**config.mk**
```make
export PLATFORM = sky130hd
export DESIGN_NAME = cdc_tx_handshake
export DESIGN_NICKNAME = d
export VERILOG_FILES = /design/src/rtl/cdc_pkg.sv /design/src/rtl/toggle_sync.sv /design/src/rtl/cdc_tx_handshake.sv
export SDC_FILE = /design/constraint.sdc
export NUM_CORES = 1
export LEC_CHECK = 0
export CORE_MARGIN = 8
export CORE_UTILIZATION = 37
export DETAILED_ROUTE_END_ITERATION = 8
export GPL_ROUTABILITY_DRIVEN = 0
export PLACE_DENSITY = 0.75
export SLEW_MARGIN = 30
export SYNTH_ARGS = -nofsm -noshare
export SYNTH_HDL_FRONTEND = slang
export SYNTH_SLANG_ARGS = --single-unit
```
**constraint.sdc**
```tcl
create_clock -name clka -period 1.31 [get_ports clka]
set_input_delay 0.131 -clock clka [delete_from_list [all_inputs] [get_ports clka]]
set_output_delay 0.131 -clock clka [all_outputs]
set_load 0.03 [all_outputs]
```
**src/rtl/cdc_pkg.sv**
```systemverilog
// Shared types and helpers for the clka/destination handshake crossing.
// Used by cdc_tx_handshake (optional timeout via CDC_TX_TIMEOUT_EN) and
// by the destination-side receiver.
package cdc_pkg;

   typedef enum logic [1:0] {
      IDLE = 2'd0,
      LOAD = 2'd1,
      WAIT = 2'd2
   } cdc_state_e;

   localparam int SYNC_STAGES_DEF = 2;

   // Bits needed to hold values 0..v-1 (returns 0 for v <= 1)
   function automatic int clog2(input int v);
      int r;
      r = 0;
      for (int i = 0; i < 31; i++)
         if ((32'd1 << i) < v) r = i + 1;
      return r;
   endfunction

endpackage

```
**src/rtl/toggle_sync.sv**
```systemverilog
// N-stage flop synchroniser for a level/toggle signal entering clk's domain.
module toggle_sync #(
   parameter int N = 2
) (
   input  logic clk,
   input  logic rst,
   input  logic d_i,
   output logic q_o
);

   logic [N-1:0] sync_q;

   // Shift the asynchronous input through N flops; cleared on rst
   always_ff @(posedge clk) begin
      if (rst) sync_q <= '0;
      else     sync_q <= {sync_q[N-2:0], d_i};
   end

   assign q_o = sync_q[N-1];

endmodule

```
**src/rtl/cdc_tx_handshake.sv**
```systemverilog
// Source-domain end of a multi-bit toggle-handshake CDC.
// A word is captured onto bus_data, announced one cycle later by toggling
// req_tgl, and the next word is refused until the synchronised ack_tgl
// level matches req_tgl again.
// Optional: define CDC_TX_TIMEOUT_EN to add the sticky err_timeout output,
// set after TIMEOUT cycles spent waiting for an ack.
module cdc_tx_handshake
   import cdc_pkg::*;
#(
   parameter int SIZE        = 32,
   parameter int SYNC_STAGES = SYNC_STAGES_DEF,
   parameter int TIMEOUT     = 1024
) (
   input  logic            clka,
   input  logic            rsta,
   input  logic [SIZE-1:0] din,
   input  logic            din_valid,
   output logic            din_ready,
   output logic [SIZE-1:0] bus_data,
   output logic            req_tgl,
   input  logic            ack_tgl,
   output logic            done_p,
`ifdef CDC_TX_TIMEOUT_EN
   output logic            err_timeout,
`endif
   output logic            busy
);

   cdc_state_e      state_q;
   logic [SIZE-1:0] bus_data_q;
   logic            req_q;
   logic            ready_q;
   logic            done_q;
   logic            busy_q;
   logic            ack_s;

   // The only consumer of ack_tgl: everything else sees ack_s
   toggle_sync #(.N(SYNC_STAGES)) u_ack_sync (
      .clk (clka),
      .rst (rsta),
      .d_i (ack_tgl),
      .q_o (ack_s)
   );

   // Handshake FSM; all outputs registered. IDLE never looks at ack_s, so a
   // stale ack level left over from a reset cannot fake a completion.
   always_ff @(posedge clka) begin
      if (rsta) begin
         state_q    <= IDLE;
         bus_data_q <= '0;
         req_q      <= 1'b0;
         ready_q    <= 1'b1;
         done_q     <= 1'b0;
         busy_q     <= 1'b0;
      end else begin
         done_q <= 1'b0;
         case (state_q)
            IDLE: begin
               if (din_valid) begin
                  bus_data_q <= din;
                  state_q    <= LOAD;
                  ready_q    <= 1'b0;
                  busy_q     <= 1'b1;
               end
            end
            // bus_data has now been stable a full cycle; announce it
            LOAD: begin
               req_q   <= ~req_q;
               state_q <= WAIT;
            end
            // Level compare, so the 1-bit toggle may wrap forever
            WAIT: begin
               if (ack_s == req_q) begin
                  done_q  <= 1'b1;
                  state_q <= IDLE;
                  ready_q <= 1'b1;
                  busy_q  <= 1'b0;
               end
            end
            default: begin
               state_q <= IDLE;
               ready_q <= 1'b1;
               busy_q  <= 1'b0;
            end
         endcase
      end
   end

`ifdef CDC_TX_TIMEOUT_EN
   localparam int CW = clog2(TIMEOUT + 1);

   logic [CW-1:0] wait_cnt_q;
   logic          err_q;

   // Count WAIT cycles; flag (sticky until reset) once TIMEOUT have elapsed.
   // The transfer itself keeps waiting.
   always_ff @(posedge clka) begin
      if (rsta) begin
         wait_cnt_q <= '0;
         err_q      <= 1'b0;
      end else begin
         if (state_q == LOAD) begin
            wait_cnt_q <= '0;
         end else if (state_q == WAIT) begin
            if (wait_cnt_q != CW'(TIMEOUT)) wait_cnt_q <= wait_cnt_q + 1'b1;
            if (wait_cnt_q == CW'(TIMEOUT - 1)) err_q <= 1'b1;
         end
      end
   end

   assign err_timeout = err_q;
`endif

   assign din_ready = ready_q;
   assign bus_data  = bus_data_q;
   assign req_tgl   = req_q;
   assign done_p    = done_q;
   assign busy      = busy_q;

endmodule

```
==> summary.md <==
| Metric | Value |
|---|---|
| Status | complete, no violations |
| Worst EP arrival | 1.08 ns |
| Placed cell count | between 200 and 300 |
| Final #Nets | 280 |
| Max-slew violations | 0 |
| Clock transition at path regs | 0.07 ns |
| Drt wl/cell | 13.3 um |
| HP Class | input port to flop |
| Yosys reg bits | 40 |
| Startpoint types | flop |
| Share of the synthesized area in the top cell type | 49.0% |
| Clk Latency, worst-skew pair | 0.29 ns |
| Setup WS pre-CTS | -0.317 ns |
| Via count | roughly 1300 |
| MaxCap Viol Count | 0 |
| Vias per cell | 4.51 |
| Max Clk Rate | 826 MHz |
| Syn avg cell area | 9.78 sq um |
| Final setup viols | 0 |
| Hold_buf cts | 0 |
| Total GRT Usage | 12.2% |
| FF-to-FF End | bus_data[8] |
| H-Tree Depth | 2 |
| Clock Skews | between 0.005 and 0.006 ns |
| Critical Path End Type | output port |
| Async set-reset flop share out of synthesis | 0% |
| Ant diodes | 0 |
| Delay-heaviest family, CP | buffers and inverters |
| TNS Setup | 0 ns |
| Hold path start | rsta |
| Initial antenna violation count | 0 |
| Crit Path Max Fanout | 3 |
| Sw frac | 29.5% |
| Worst path max stage delay | 0.42 ns |
| Die outline height | 82.5 um |
| VDD IR max | 0.546 mV |
| Sinks on Clock Net | 40 |
| DIE WIDTH | 82.5 um |
| Most numerous cell in the Yosys netlist | dfxtp_1 |
| Register area share after synthesis | 49.0% |
| Io pins | 72 |
| Slew headroom | about 78% |
| CTS tree | yes |
| Crit path buf inv count | 1 |
| Slew @ Worst Pin | 0.335 ns |
| Post-synth EDFFs | 0 |
| Residual DRC | 0 |
| Layout Cells excl Fill | 296 |
| Prevailing post-synth register cell | dfxtp_1 |
| RSZ-0062 raised after global routing | false |
| Deepest clock path buffer count | 2 |
| GR Overflow Total | 0 |
| Top cells by area in the synthesized netlist | dfxtp_1 (49%), a21oi_2 (16%), nand2_2 (11%), nand2_1 (7.8%), buf_12 (3.7%) |
| Worst Path Required | 1.18 ns |
| Commonest cells in the netlist | dfxtp_1 (40), nand2_1 (34), a21oi_2 (30), nand2_2 (30), buf_2 (4) |
| TritonCTS buffer count | 5 |
| WHS Path Cells | 2 |
| Period utilisation layout | 92.5% |
| Leakage | about 1.0 nW |
| Post-synth top area cell | dfxtp_1 |
| Final wirelength | 3950 um |
| Comb power frac | 23.5% |
| Drt first-iter violations | 33 |
| Fill count | 407 |
| Pint | ~0.0019 W |
| Synth warn | 0 |
| Global-route wire length before repair | around 6400 um |
| CTS Root Cell | clkbuf_8 |
| Die ar. | a little under 7000 sq um |
| Syn Std Cell Area | 1630 sq um |
| Seq pwr share | 48.9% |
| CP Cell Sequence | dlygate4sd2_1 |
| Area grow syn2layout | 48.8% |
| Crit path time final | 1.21 ns |
| Reg-to-reg setup timing slack | 0.11 ns |
| CP max-delay cell | dlygate4sd2_1 |
| Hold Vio Cnt, Final | 0 |
| P per Cell Area | 1130 nW/um^2 |
| Initial core utilization | 38.1% |
| Final ANT Viol Nets | 0 |
| Final Worst Setup Slack | between 0.09 and 0.1 ns |
| Kind of critical path | flop to output port |
| Floorplan row count | 24 |
| Worst r2r path cells | 5 |
| Syn Nets | 203 |
| Pin count of the biggest net entering global routing | 20 |
| Distinct cells, synth | 25 |
| Clock share of power | 27.5% |
| I/O Buffers | between 70 and 80 |
| Endpoint, Worst Hold | state_q[0] |
| Fraction of layout cells with a size suffix above 1 | 32.8% |
| Vias in the first global route | 1398 |
| Power Total | 0.00275 W |
| CORE AREA | between 4000 and 5000 sq um |
| RR Startpoint | state_q[1] |
| P_sw | approximately 0.00081 W |
| Cells after Synth | 167 |
| First-pass detailed-route iteration total | 3 |
| Post-DP HPWL | 2990 um |
-- routing by layer --
layer | GRT usage, % | wire length, um | vias up
li1 | - | - | 687
met1 | 13.9 | 1630 | 604
met2 | 20.3 | 1920 | 38
met3 | 4.65 | 340 | 7
met4 | 4.74 | 58 | 0
met5 | 0 | 0 | -
-- placed cells by master (no fill, tap or decap), types with 2 or more instances in the layout --
cell type	n
clkbuf_8	5
nor2b_1	2
dfxtp_1	40
a21oi_2	30
nor2_1	2
a21oi_1	3
nand2_2	30
clkdlybuf4s50_1	34
buf_4	8
xnor2_1	2
nand2_1	34
dlygate4sd2_1	36
nor3_1	2
-- registers in the layout, summed over array words and instances (netlist names) --
register / count
u_ack_sync.sync_q: 2
req_tgl: 1
done_p: 1
busy: 1
state_q: 2
din_ready: 1
bus_data: 32
-- repair_timing --
| item | CTS | global route |
|---|---|---|
| pin swaps | 0 | 0 |
| resized for setup | 37 | 1 |
| setup endpoints to repair | 52 | 20 |
| setup buffers | 0 | 0 |
-- through the flow --
step	util (%)	hold WS [ns]	instance area, sq um
after floorplan	-	0.205	1630
after global placement	55.7	0.380	2390
after detailed placement	55.7	0.388	2390
after CTS	56.6	0.0700	2430
after global routing	56.6	0.0932	2430
final	56.6	0.0856	2430
-- kinds of logic (layout without fill, tap and decap cells) --
| logic type | after synthesis | count (layout) | synth area share, % |
|---|---|---|---|
| simple gates | 78 | 78 | 25.1 |
| flops | 40 | 40 | 49.0 |
| compound gates | 35 | 35 | 18.1 |
| buf+inv | 12 | 89 | 6.74 |
| xor+xnor | 2 | 2 | 1.07 |
-- power by group through the flow --
stage	combinational (W)	clock [W]	sequential, W
2_1_floorplan	0.000261	0	0.00152
3_3_place_gp	0.000697	0	0.00137
3_5_place_dp	0.000701	0	0.00138
4_1_cts	0.000656	0.000805	0.00135
5_1_grt	0.000699	0.000852	0.00136
6_report	0.000647	0.000756	0.00134
-- how the worst max path moves through the flow --
| stage | startpoint | endpoint | depth (start not counted) | slack, ns |
|---|---|---|---|---|
| floorplan | req_tgl | busy | 3 | 0.004 |
| global placement | din_valid | bus_data[18] | 5 | -0.30 |
| detailed placement | din_valid | bus_data[8] | 5 | -0.32 |
| CTS | state_q[1] | din_ready | 4 | 0.004 |
| global route | state_q[1] | bus_data[17] | 5 | 0.02 |
| finish | req_tgl | req_tgl | 1 | 0.1 |
-- area by class of cell --
| cell class | count | area (sq um) | area share [%] |
|---|---|---|---|
| Inverter | 1 | 3.75 | 0.154 |
| Tap cell | 52 | 65.1 | 2.68 |
| Timing Repair Buffer | 81 | 752 | 30.9 |
| Clock buffer | 6 | 72.6 | 2.99 |
| Multi-Input combinational cell | 115 | 732 | 30.1 |
| Clock inverter | 1 | 5.00 | 0.206 |
| Sequential cell | 40 | 801 | 32.9 |
No activity file was read; power rests on OpenSTA's default activity.
